[src/rtl/mmio_timer_tx.sv]
// Memory-mapped machine timer with compare interrupt and a byte transmit FIFO,
// decoded in a 256-byte window beside the data memory.
module mmio_timer_tx #(
  parameter logic [31:0] BASE_ADDR = 32'h8000_0000,
  parameter int          TX_DEPTH  = 8
) (
  input  logic        clk,
  input  logic        rst_n,
  input  logic [31:0] addr,
  input  logic [31:0] din,
  input  logic [3:0]  mem_we,
  output logic [31:0] dout,
  output logic        hit,
  output logic        timer_irq,
  output logic [7:0]  tx_data,
  output logic        tx_valid,
  input  logic        tx_ready
);

  localparam int PW = $clog2(TX_DEPTH);

  typedef logic [PW-1:0] ptr_t;
  typedef logic [PW:0]   cnt_t;

  typedef enum logic [5:0] {
    REG_MTIME_LO    = 6'h00,
    REG_MTIME_HI    = 6'h01,
    REG_MTIMECMP_LO = 6'h02,
    REG_MTIMECMP_HI = 6'h03,
    REG_TXDATA      = 6'h04,
    REG_STATUS      = 6'h05,
    REG_CTRL        = 6'h06
  } reg_sel_t;

  logic [63:0] mtime, mtime_next;
  logic [63:0] mtimecmp;
  logic [1:0]  ctrl;
  logic        overflow;
  logic [7:0]  fifo_mem [TX_DEPTH];
  ptr_t        wr_ptr, rd_ptr;
  cnt_t        count;

  logic [5:0]  word;
  logic        wr;
  logic        push_req, push, pop, full, empty;
  logic        ovf_set, ovf_clr;
  logic [31:0] rdata;
  logic        unused_addr_bits;

  function automatic logic [31:0] merge_bytes(input logic [31:0] old_val,
                                              input logic [31:0] new_val,
                                              input logic [3:0]  be);
    logic [31:0] res;
    for (int i = 0; i < 4; i++)
      res[8*i +: 8] = be[i] ? new_val[8*i +: 8] : old_val[8*i +: 8];
    return res;
  endfunction

  assign word             = addr[7:2];
  assign unused_addr_bits = ^addr[1:0];
  assign hit              = (addr[31:8] == BASE_ADDR[31:8]);
  assign wr               = hit && (mem_we != 4'b0000);

  assign empty    = (count == '0);
  assign full     = (count == cnt_t'(TX_DEPTH));
  assign tx_valid = !empty;
  assign tx_data  = fifo_mem[rd_ptr];

  assign pop      = tx_valid && tx_ready;
  assign push_req = wr && (word == REG_TXDATA) && mem_we[0];
  // A full FIFO still accepts a push when the sink drains an entry the same cycle.
  assign push     = push_req && (!full || pop);
  assign ovf_set  = push_req && full && !pop;
  assign ovf_clr  = wr && (word == REG_STATUS) && mem_we[0] && din[2];

  // A software write to either half suspends counting and carry for that cycle.
  always_comb begin
    mtime_next = mtime;
    if (wr && word == REG_MTIME_LO)
      mtime_next[31:0] = merge_bytes(mtime[31:0], din, mem_we);
    else if (wr && word == REG_MTIME_HI)
      mtime_next[63:32] = merge_bytes(mtime[63:32], din, mem_we);
    else if (ctrl[0])
      mtime_next = mtime + 64'd1;
  end

  always_ff @(posedge clk) begin
    if (!rst_n) begin
      mtime     <= '0;
      mtimecmp  <= '1;
      ctrl      <= '0;
      timer_irq <= 1'b0;
    end else begin
      mtime     <= mtime_next;
      timer_irq <= ctrl[1] && (mtime >= mtimecmp);
      if (wr && word == REG_MTIMECMP_LO)
        mtimecmp[31:0] <= merge_bytes(mtimecmp[31:0], din, mem_we);
      if (wr && word == REG_MTIMECMP_HI)
        mtimecmp[63:32] <= merge_bytes(mtimecmp[63:32], din, mem_we);
      if (wr && word == REG_CTRL && mem_we[0])
        ctrl <= din[1:0];
    end
  end

  // Storage is cleared on reset so tx_data reads zero out of reset.
  always_ff @(posedge clk) begin
    if (!rst_n) begin
      for (int i = 0; i < TX_DEPTH; i++)
        fifo_mem[i] <= '0;
      wr_ptr   <= '0;
      rd_ptr   <= '0;
      count    <= '0;
      overflow <= 1'b0;
    end else begin
      if (push) begin
        fifo_mem[wr_ptr] <= din[7:0];
        wr_ptr           <= wr_ptr + ptr_t'(1);
      end
      if (pop)
        rd_ptr <= rd_ptr + ptr_t'(1);
      if (push && !pop)
        count <= count + cnt_t'(1);
      else if (pop && !push)
        count <= count - cnt_t'(1);
      if (ovf_set)
        overflow <= 1'b1;
      else if (ovf_clr)
        overflow <= 1'b0;
    end
  end

  always_comb begin
    rdata = '0;
    case (word)
      REG_MTIME_LO:    rdata = mtime[31:0];
      REG_MTIME_HI:    rdata = mtime[63:32];
      REG_MTIMECMP_LO: rdata = mtimecmp[31:0];
      REG_MTIMECMP_HI: rdata = mtimecmp[63:32];
      REG_STATUS:      rdata = {16'h0000, 8'(count), 5'b00000, overflow, full, empty};
      REG_CTRL:        rdata = {30'b0, ctrl};
      default:         rdata = '0;
    endcase
  end

  assign dout = hit ? rdata : 32'h0;

endmodule

[config.mk]
export PLATFORM = sky130hd
export DESIGN_NAME = mmio_timer_tx
export DESIGN_NICKNAME = d
export VERILOG_FILES = /design/src/rtl/mmio_timer_tx.sv
export SDC_FILE = /design/constraint.sdc
export NUM_CORES = 1
export LEC_CHECK = 0
export CAP_MARGIN = 10
export CORE_ASPECT_RATIO = 1.2
export CORE_MARGIN = 2
export CORE_UTILIZATION = 50
export CTS_BUF_LIST = sky130_fd_sc_hd__clkbuf_4 sky130_fd_sc_hd__clkbuf_8 sky130_fd_sc_hd__clkbuf_16
export DETAILED_ROUTE_END_ITERATION = 10
export GPL_ROUTABILITY_DRIVEN = 0
export PLACE_DENSITY_LB_ADDON = 0.3
export REMOVE_ABC_BUFFERS = 1
export SLEW_MARGIN = 20
export SYNTH_ARGS = -nofsm -noshare
export SYNTH_HDL_FRONTEND = slang
export SYNTH_SLANG_ARGS = --single-unit
[constraint.sdc]
create_clock -name clk -period 3.2 [get_ports clk]
set_input_delay 0.64 -clock clk [delete_from_list [all_inputs] [get_ports clk]]
set_output_delay 0.64 -clock clk [all_outputs]
set_load 0.03 [all_outputs]
== Yosys cells after proc, flatten, opt, wreduce, memory -nomap -nowiden ==
Memories as Yosys holds them, arrays and structs flattened. A register that Yosys moved wholly into a read port is not among the register bits.
Index checks and enable logic that the tools add are counted.
Storage, ports and cells
  RAM bits: 64
  bits in latches: 0
  bits in registers: 142
  output and inout port bits: 43
  input port bits: 71
  memories kept: 1
  ROM bits: 0
Memory list
  fifo_mem: words 8, width 8, read ports 1, clocked after Yosys merged registers in 1, write ports 8, RTL line 39  | logic [7:0] fifo_mem [TX_DEPTH];
Operators by class
  reductions and logical operators: 48
  $mul: 0
  magnitude comparators: 1
  divide/modulo/power cells: 0
  bitwise logic cells: 1
  equal/unequal tests: 17
  muxes and demuxes: 23
  add/sub/neg operators: 5
  shift-type cells: 0
Operators by type and width (count)
  32-bit one-hot mux with 6 select lines: 1
  32-bit 2-to-1 mux: 4
  64-bit by 1-bit adder with 64-bit output (second input constant): 1
  64-bit >= comparator: 1
  64-bit 2-to-1 mux: 1
  8-bit 2-to-1 mux: 5
  24-bit equality test (second input constant): 1
  3-bit AND reduction: 8
  1-bit logical AND: 19
  6-bit by 3-bit equality test with 1-bit output (second input constant): 3
  2-bit != test (second input constant): 9
  2-bit AND reduction: 8
  6-bit by 2-bit equality test with 1-bit output (second input constant): 2
  3-bit 2-to-1 mux: 3
  4-bit 2-to-1 mux: 2
  2-bit nonzero test: 4
  8-bit OR reduction: 1
  1-bit 2-to-1 mux: 7
  3-bit by 1-bit adder with 3-bit output (second input constant): 2
  6-bit by 1-bit equality test with 1-bit output (second input constant): 1
  6-bit logical NOT: 1
  4-bit by 1-bit adder with 4-bit output (second input constant): 1
  4-bit equality test (second input constant): 1
  1-bit logical NOT: 4
  other kinds (5): 5

== Longest topological paths before layout ==
Gate-level depths: netlist of the first run.
  depth after elaboration: 10
  mapped depth: 14
  depth with buffers taken out: 13

== Worst setup path after synthesis of the first run ==
Ideal clock, no wire load.
  kind: input port to flip-flop
  start point: in addr[27]
  end point: reg count[3]
  stages: 14
  data required time: 3130 ps
  data arrival time: 3173 ps
  buffers on the path: 1
  slack: -44 ps
  cell sequence: nor4b_2 and4_1 buf_2 and4_1 nand2_2 inv_1 ha_1 inv_1 ha_1 a21o_1 a21oi_1 xnor2_1 or3_1 a21oi_1
Between the ends
  longest elaborated chain between the ends: 8
  elaborated cells between the ends (all ways): 10
  those cells by class: eq/ne (1); mux (1); reduce/logical (8)
Ends and longest elaborated chain
  start, declared: RTL line 9  | input logic [31:0] addr,
  24-bit equality test *: RTL line 61  | assign hit = (addr[31:8] == BASE_ADDR[31:8]);
  1-bit logical AND *: RTL line 62  | assign wr = hit && (mem_we != 4'b0000);
  1-bit logical AND * (2 in a row): RTL line 70  | assign push_req = wr && (word == REG_TXDATA) && mem_we[0];
  1-bit logical AND *: RTL line 72  | assign push = push_req && (!full || pop);
  1-bit logical NOT: RTL line 123  | else if (pop && !push)
  1-bit logical AND: RTL line 123
  2-bit nonzero test (no source line)
  end signal, assigned: RTL line 122  | count <= count + cnt_t'(1);
  end signal, assigned: RTL line 124  | count <= count - cnt_t'(1);
  end, declared: RTL line 41  | cnt_t count;
Mark *: on every way between the ends. The rest lies on a longest branch, timed or not.
A chain may end at the register's enable or synchronous reset.

== Final worst setup path of the first run ==
  start point: in addr[11]
  end point: out dout[23]
Between the ends
  longest elaborated chain between the ends: 2
Ends and longest elaborated chain
  24-bit equality test: RTL line 61
  32-bit 2-to-1 mux: RTL line 145  | assign dout = hit ? rdata : 32'h0;
  end, declared: RTL line 12  | output logic [31:0] dout,
Every way passes these cells.

==> reports/results.ini, run 1 <==
[clock_network]
cts_tree = yes
cts.reportedPaths.clkPinSlew_ps = 50
root_buffer = clkbuf_16
clock_latency_ps = 520
cts_num_sinks = 209
htree_levels = 1
cts_made_buffers = 25
clk_path_buf_depth = 3

[yosys]
synth_ff_type = dfxtp_1
dominant_combinational_cell_family_by_area_after_synthesis = simple AND/OR/NAND/NOR gates
muxShareOfSynthArea_pct = 7.95
synth_top_cells_by_area = dfxtp_1 22%, edfxtp_1 14%, ha_1 6.6%
area_share_of_the_largest_cell_type_after_synthesis_pct = 21.7
synth_simple_gate_area_share_pct = 23.2
synthArstFlopShare_pct = 0
synth_edf_count = 64
synth_seq_area_share_pct = 36.1
yosys_warnings = 0
ys_ff_latch = 209
post_synth.cell_area_avg_um2 = 8.77
syn-instance-count = 1522
post_synth_xor_xnor_area_pct = 0.525
post-synth-top-area-cell = dfxtp_1
synth_compound_gate_area_share_pct = 19.9
synth_area_um2 = 13400
yosysUniqueCellTypes = 77
synthAdderAreaFrac_pct = 6.71

[layout]
num-fill-cells = 2182
n_antenna_cell = 0
multi_input_logic_area_um2 = 8020
final_common_cell = dfxtp_1
area.growth.synth_to_final_pct = 24.2
regArea_um2 = 4820
layout-drive-gt1-share_pct = 16.9
nNetsFinal = 1820
final_cell_mix = 145 x dfxtp_1, 144 x nand2_1, 127 x buf_4

[floorplan]
coreArea_um2 = 26300
ios = 114
die-width_um = 153
rows = 65
start_util_pct = 50.8
floorplan.die.height_um = 183
design.die.area_um2 = 28000

[sta]
timing.final.setup_violations = 0
clock_tree_skew_after_final_layout_ps = 10.9
worst_slew_margin_rel_pct = 28.3
max_frequency_mhz = 314
hold_violations = 0
rsz0062_at_grt = yes
min_period_over_period_pct = 99.6
tightest_slew_ps = 1070
timing.setup.tns_ps = 0
finalWorstPathRequiredPeriod_ps = 3190
finalMaxSlewViolations = 0

[placed_design]
dp_hpwl_mm = 31.0
io_buffers = 111

[setup_path]
critPathArrivalTime_ps = 2550
path_max_fanout = 6
critical_path_required_ps = 2560
timing.setup.critical_path_class = input pin to output pin
critical_path.startpoint_type = input pin
end_kind = output pin

[detailed_routing]
drt_drc_violations_left = 0
vias = 12816
first_pass_iters = 7
drt-vias-per-instance = 6.31
detailed_route_wire_length_mm = 43.3
drt_first_iter_violations = 1224
ant_nets = 0
wl_per_cell_um = 21.3

[global_routing]
groute.usage.overall_pct = 29.3
first_global_vias = 12267
antenna_violations_before_repair = 0
grt_max_degree = 76
wire_length_of_the_first_global_routing_pass_mm = 66.4
grt.overflow.total = 0

[run]
max-cap-violations = 0

[pwr]
vdd_ir_drop_max_mv = 0.393
report.power.total_mw = 5.80
power_per_cell_area_nw_per_um2 = 350
leakage_nw = 6.97

[outcome]
run_status = finished clean

[min_path]
worstHoldPathType = input pin to flop

[kinds of logic (layout without fill, tap and decap cells)]
logic type,Yosys count,after routing
buffers and inverters,179,354
multiplexers,85,85
XOR/XNOR,8,8
AO/OA/AOI/OAI,399,399
adder cells (fa/ha/maj),71,71
flip-flops,209,209
AND/OR/NAND/NOR,571,571
[state kept, by name, summed over array words and instances, names as in the netlist, named ones only]
name / flops
count: 4
ctrl: 2
fifo_mem: 64
mtime: 64
mtimecmp: 64
overflow: 1
rd_ptr: 3
timer_irq: 1
wr_ptr: 3
[synthesized netlist by cell type, types with 7 or more instances]
library cell,number
a21o_1,17
clkbuf_1,52
and4_1,17
edfxtp_1,64
o22a_1,25
nor2_1,95
buf_1,9
nor3_1,31
a221oi_1,12
mux2i_1,61
a31oi_1,15
nor3b_1,7
nand2_1,145
nand4_1,33
nor4_1,20
and2_1,97
buf_2,40
nand3_1,49
mux2_2,8
ha_1,70
o21ai_1,15
and3_1,23
o21ai_0,64
o211a_1,8
o31ai_1,9
inv_1,71
mux4_2,16
a21oi_1,101
o211ai_1,68
nand2b_1,11
dfxtp_1,145
[critical path, cell delays in order]
cell and delay, ps:
clkdlybuf4s50_1 460, nor4_4 270, and4_4 280, buf_6 100
nand2_1 70, inv_2 120, nand2_8 130, clkbuf_16 210
nor2_1 110, buf_4 160
[cell type report]
class	count	area share, %
Multi-Input combinational cell	1134	48.4
Timing Repair Buffer	235	13.7
Clock inverter	10	0.302
Clock buffer	36	4.31
Tap cell	335	2.53
Inverter	73	1.65
Sequential cell	209	29.1
[metrics by stage]
step	setup WS, ps	utilization [%]	hold slack (ps)	cell area (um^2)	std cells
3_3_place_gp	-333	58.5	474	15400	1976
5_1_grt	-60.1	63.1	438	16600	2032
2_1_floorplan	-1900	-	425	12900	1416
3_5_place_dp	-410	58.5	484	15400	1976
6_report	13.1	63.1	440	16600	2032
4_1_cts	-4.45	61.6	424	16200	2024
[where the power goes]
part | switching (mW) | internal (mW)
registers | 0.0140 | 2.77
logic | 0.203 | 0.158
clock network | 1.11 | 1.55
[worst paths after layout]
check | cells after the start | from | slack (ps) | end
max | 10 | addr[11] | 10 | dout[23]
min | 2 | rst_n | 440 | mtimecmp[62]
max reg2reg | 7 | mtime[17] | 390 | timer_irq
min reg2reg | 2 | rd_ptr[1] | 490 | rd_ptr[1]
[routing by layer]
metal | up-vias | global-route usage (%) | part of all wire [%]
met3 | 147 | 4.04 | 7.8
met4 | 0 | 14.3 | 5.2
li1 | 5960 | - | -
met2 | 619 | 51.8 | 48
met1 | 6090 | 34.9 | 39
met5 | - | 0 | 0
[timing repair]
item,4_1_cts,5_1_grt
setup buffers,1,4
pin swaps,2,13
setup endpoints to repair,33,36
endpoints found under the hold margin,0,0
hold buffers,0,0
cloned,1,4
resized for setup,19,73
No activity file was read; power rests on OpenSTA's default activity.
==> run 2, diff against run 1 <==
--- a/config.mk
+++ b/config.mk
@@ -18,3 +18,4 @@
 export SYNTH_ARGS = -nofsm -noshare
 export SYNTH_HDL_FRONTEND = slang
 export SYNTH_SLANG_ARGS = --single-unit
+export TNS_END_PERCENT = 20
==> constraint.sdc (replaced) <==
create_clock -name clk -period 3.9 [get_ports clk]
set_input_delay 0.78 -clock clk [delete_from_list [all_inputs] [get_ports clk]]
set_output_delay 0.78 -clock clk [all_outputs]
set_load 0.03 [all_outputs]
==> run 2 against run 1 <==
Net effect:
- setup slack better by 210 ps
- clock power fell by 12%
- critical path depth down 3
- total power decreased by 16%
- flip-flop and latch count unchanged
- largest power group is now clock
- via count shrank 2.5%
- count of clock-buffer cells in the layout is 3 lower
- final cell count decreased by 3.7%
- register-to-register slack better by 590 ps
- sequential power decreased by 18%
==> reports/results.ini, run 2 (same netlist as run 1, synthesis figures left out) <==
[sta]
timing.final.setup_violations = 0
hold_violations = 0
max_frequency_mhz = 272
tightest_slew_ps = 913
timing.final.ws_setup_ps = 224
clock_tree_skew_after_final_layout_ps = 10.7
worst_slew_margin_rel_pct = 39.1
finalMaxSlewViolations = 0
min_period_over_period_pct = 94.3
finalWorstPathRequiredPeriod_ps = 3680
rsz0062_at_grt = no

[setup_path]
critical_path_required_ps = 3120
critPathArrivalTime_ps = 2900
max_stage_delay_ps = 470
timing.critical_path.cells = clkdlybuf4s50_1, or3_1, nor3b_1, and2_1, nand3_1, a21oi_1, buf_12
critical_path.startpoint_type = input pin
end_kind = output pin
crit_family = simple AND/OR/NAND/NOR gates
cp_num_buf_inv = 2
slowest_stage = or3_1
timing.setup.critical_path_class = input pin to output pin
path_max_fanout = 7

[clock_network]
cts_setup_buffers = 0
cts_tree = yes
post_cts_resized = 0
clk_path_buf_depth = 3
hold_buffers = 0
root_buffer = clkbuf_16
htree_levels = 1
cts.reportedPaths.clkPinSlew_ps = 60
cts_made_buffers = 24
clock_latency_ps = 530
cts_num_sinks = 209

[pwr]
comb_power_share_pct = 5.4
report.power.total_mw = 4.89
power_per_cell_area_nw_per_um2 = 313
power.internal_mw = 3.81
vdd_ir_drop_max_mv = 0.298
leakage_nw = 6.32
power.share.sequential_pct = 46.6
power.clock.fraction_pct = 48.0
switching_share_pct = 22.2
p_sw_mw = 1.08

[floorplan]
floorplan.die.height_um = 183
die-width_um = 153
coreArea_um2 = 26300
design.die.area_um2 = 28000
ios = 114
start_util_pct = 50.8
rows = 65

[layout]
area.growth.synth_to_final_pct = 16.9
final_cell_mix = 145 x nand2_1, 145 x dfxtp_1, 101 x a21oi_1
layout-drive-gt1-share_pct = 11.2
reg_top3 = fifo_mem (64), mtime (64), mtimecmp (64)
nNetsFinal = 1744

[global_routing]
wire_length_of_the_first_global_routing_pass_mm = 65.4
grt.overflow.total = 0
groute.usage.overall_pct = 28.9
grt_max_degree = 56
antenna_violations_before_repair = 0
first_global_vias = 12184

[run]
max-cap-violations = 0

[detailed_routing]
detailed_route_wire_length_mm = 41.5
ant_nets = 0
vias = 12492
wl_per_cell_um = 21.2
drt_drc_violations_left = 0
drt-vias-per-instance = 6.39
first_pass_iters = 5
drt_first_iter_violations = 1099

[placed_design]
io_buffers = 111
place_worst_setup_slack_ps = -6.26
dp_hpwl_mm = 29.6

[min_path]
worstHoldPathType = flop to flop

[outcome]
run_status = finished clean

==> run 2: cell types whose count changed in the layout (fill, tap and decap cells not counted), moves of 5 or more <==
cell	delta
buf_6	-15
nor2_2	-5
nor4_4	-5
buf_4	-49
buf_12	-8
clkdlybuf4s50_1	+22
nor2_4	-9
dlygate4sd2_1	-5
nor2_1	+14
dlymetal6s2s_1	-17
==> run 2: cell type report <==
class	instances	area [um^2]
Tap cell	335	419
Fill cell	2315	10700
Clock buffer	33	686
Timing Repair Buffer	160	1470
Multi-Input combinational cell	1134	7810
Inverter	73	275
Antenna cell	1	2.50
Clock inverter	11	131
Sequential cell	209	4820
==> run 2: through the flow <==
stage	TNS [ps]	instance area (um^2)	hold slack [ps]	cells	util (%)
6_report	0	15600	502	1956	59.4
5_1_grt	0	15600	524	1955	59.4
4_1_cts	0	15600	501	1955	59.4
3_5_place_dp	-6.26	14800	494	1911	56.3
3_3_place_gp	0	14800	474	1911	56.3
2_1_floorplan	-40270	12900	425	1416	-
==> run 2: power groups by stage <==
stage                     registers (mW)  clock network (mW)  logic [mW]
after floorplan                     2.32                   0      0.0744
after global placement              2.32                   0       0.259
after detailed placement            2.33                   0       0.261
after CTS                           2.28                2.37       0.263
after global routing                2.28                2.46       0.278
final                               2.28                2.35       0.265
==> run 2: per-layer routing <==
metal | up-vias | wire length, um | global-route usage (%)
met5 | - | 0 | 0
met3 | 140 | 3440 | 4.54
met4 | 0 | 2190 | 14.4
met2 | 573 | 20100 | 50.7
met1 | 5964 | 15800 | 34.4
li1 | 5815 | - | -
==> run 2: worst paths after layout <==
path	startpoint	slack (ps)	depth (start not counted)	endpoint
setup / recovery	addr[5]	220	7	dout[1]
hold reg to reg	rd_ptr[1]	500	2	flop
hold / removal	rd_ptr[1]	500	2	flop
setup reg to reg	count[0]	980	13	count[3]
==> run 2: tightest hold or removal path: cells and delay by family (launching register included) <==
kind,cells,cell delay [ps]
AO/OA/AOI/OAI,1,70
flip-flops,1,320
AND/OR/NAND/NOR,1,60
==> run 3, diff against run 2 <==
--- a/config.mk
+++ b/config.mk
@@ -5,15 +5,14 @@
 export SDC_FILE = /design/constraint.sdc
 export NUM_CORES = 1
 export LEC_CHECK = 0
-export CAP_MARGIN = 10
+export CAP_MARGIN = 20
 export CORE_ASPECT_RATIO = 1.2
 export CORE_MARGIN = 2
-export CORE_UTILIZATION = 50
+export CORE_UTILIZATION = 45
 export CTS_BUF_LIST = sky130_fd_sc_hd__clkbuf_4 sky130_fd_sc_hd__clkbuf_8 sky130_fd_sc_hd__clkbuf_16
 export DETAILED_ROUTE_END_ITERATION = 10
 export GPL_ROUTABILITY_DRIVEN = 0
 export PLACE_DENSITY_LB_ADDON = 0.3
-export REMOVE_ABC_BUFFERS = 1
 export SLEW_MARGIN = 20
 export SYNTH_ARGS = -nofsm -noshare
 export SYNTH_HDL_FRONTEND = slang
==> run 3 against run 2 <==
Net effect:
- count of clock-buffer cells in the layout fell by 2
- register-to-register slack improved by 80 ps
- first-iteration DRC count rose by 0.27%
- wire length fell by 0.96%
- final cell count rose by 2.6%
- hold slack got worse by 14 ps
- clock power fell by 5%
- total power fell by 2.3%
- utilization fell by 6.2 points
- sequential share of layout area fell by 0.099 points
==> reports/results.ini, run 3 (same netlist as run 1, synthesis figures left out) <==
[detailed_routing]
drt_first_iter_violations = 1102
ant_nets = 0
detailed_route_wire_length_mm = 41.1
wl_per_cell_um = 20.5
first_pass_iters = 5
drt_drc_violations_left = 0
vias = 12253
drt-vias-per-instance = 6.11

[clock_network]
cts_setup_buffers = 0
cts_num_sinks = 209
clk_path_buf_depth = 3
clock_latency_ps = 520
hold_buffers = 0
root_buffer = clkbuf_16
cts_made_buffers = 24
post_cts_resized = 0
cts_tree = yes
cts.reportedPaths.clkPinSlew_ps = 60
htree_levels = 1

[sta]
tightest_slew_ps = 935
timing.setup.tns_ps = 0
clock_tree_skew_after_final_layout_ps = 13.8
timing.final.setup_violations = 0
finalWorstPathRequiredPeriod_ps = 3680
max_frequency_mhz = 272
min_period_over_period_pct = 94.3
worst_hold_slack_ps = 487
hold_violations = 0
rsz0062_at_grt = no
worst_slew_margin_rel_pct = 37.2
finalMaxSlewViolations = 0

[floorplan]
design.die.area_um2 = 31100
coreArea_um2 = 29400
start_util_pct = 45.4
die-width_um = 161
floorplan.die.height_um = 193
ios = 114
rows = 69

[global_routing]
groute.usage.overall_pct = 26.0
grt.overflow.total = 0
use_met2_pct = 46.7
antenna_violations_before_repair = 1
grt-busiest-layer = met2
grtUsageMet1_pct = 31.4
grt_max_degree = 62
wire_length_of_the_first_global_routing_pass_mm = 64.0
first_global_vias = 11757
grt_util_met3_pct = 3.07

[setup_path]
ff2ff_path_depth = 7
crit-reg2reg-launch = mtime[17]
critPathArrivalTime_ps = 2900
critical_path_required_ps = 3120
timing.critical_path.cells = clkdlybuf4s50_1, nor4b_2, and4_1, buf_4, nand2_1, inv_1, nand2_1, buf_4, nor2_1, buf_4
path_max_fanout = 30
timing.reg2reg.setup_slack_ps = 1060
critPathMostFrequentCell = buf_4
worstReg2RegEnd = timer_irq
max_stage_delay_ps = 420
timing.setup.critical_path_class = input pin to output pin
slowest_stage = clkdlybuf4s50_1
end_kind = output pin
critical_path.startpoint_type = input pin

[pwr]
power.internal_mw = 3.72
p_sw_mw = 1.06
power_per_cell_area_nw_per_um2 = 305
comb_power_share_pct = 5.5
switching_share_pct = 22.1
leakage_nw = 6.30
power.share.sequential_pct = 47.6
power.clock.fraction_pct = 46.8
vdd_ir_drop_max_mv = 0.267

[layout]
area.growth.synth_to_final_pct = 17.3
layout-drive-gt1-share_pct = 11.0
nNetsFinal = 1745
final_cell_mix = 145 x nand2_1, 145 x dfxtp_1, 101 x a21oi_1
reg_top3 = fifo_mem (64), mtime (64), mtimecmp (64)
n_antenna_cell = 0

[placed_design]
dp_hpwl_mm = 29.7
io_buffers = 111

[yosys]
syn_nets = 1664

[min_path]
worstHoldPathType = flop to flop
min_from = rd_ptr[1]
min_path_cells = 2
hold-path-endpoint = rd_ptr[1]

[run]
max-cap-violations = 0

[outcome]
run_status = finished clean

## run 3: cell type report
class | instances | area [um^2]
clock buffer | 31 | 677
clock inverter | 9 | 92.6
tap | 390 | 488
timing repair buffer | 161 | 1500
inverter | 73 | 274
fill | 2635 | 13800
sequential | 209 | 4820
multi-input combinational | 1134 | 7810
## run 3: how the worst max path moves through the flow
stage	start	to	slack (ps)	cells past startpoint
global route	addr[27]	dout[11]	70	10
floorplan	addr[27]	count[3]	520	14
global placement	addr[5]	count[3]	110	14
finish	addr[27]	dout[2]	220	10
CTS	addr[27]	dout[2]	200	10
detailed placement	addr[5]	count[3]	120	14
## run 3: critical path, delay by kind of cell
family / cells / cell delay, ps
buffers and inverters: 5 / 1090
and+or+nand+nor: 5 / 1010
## run 3: per-layer routing
layer / wire (um) / vias up / part of all wire (%)
li1: - / 5822 / -
met1: 16500 / 5802 / 40
met2: 20100 / 511 / 49
met3: 2680 / 116 / 6.5
met4: 1860 / 2 / 4.5
met5: 13 / - / 0.032
## run 3: metrics by stage
step | util [%] | std cells | setup WS (ps) | power (mW) | instance area [um^2]
finish | 53.2 | 2007 | 224 | 4.78 | 15700
global route | 53.2 | 2007 | 69.7 | 4.90 | 15700
CTS | 53.2 | 2007 | 196 | 4.81 | 15700
detailed placement | 50.6 | 1967 | 118 | 2.59 | 14900
global placement | 50.6 | 1967 | 113 | 2.58 | 14900
floorplan | - | 1522 | 516 | 2.43 | 13400
## run 3: power groups by stage
stage / logic (mW) / registers, mW / clock network, mW
global route: 0.276 / 2.28 / 2.35
floorplan: 0.114 / 2.32 / 0
global placement: 0.258 / 2.32 / 0
CTS: 0.261 / 2.28 / 2.27
detailed placement: 0.261 / 2.32 / 0
finish: 0.263 / 2.28 / 2.24
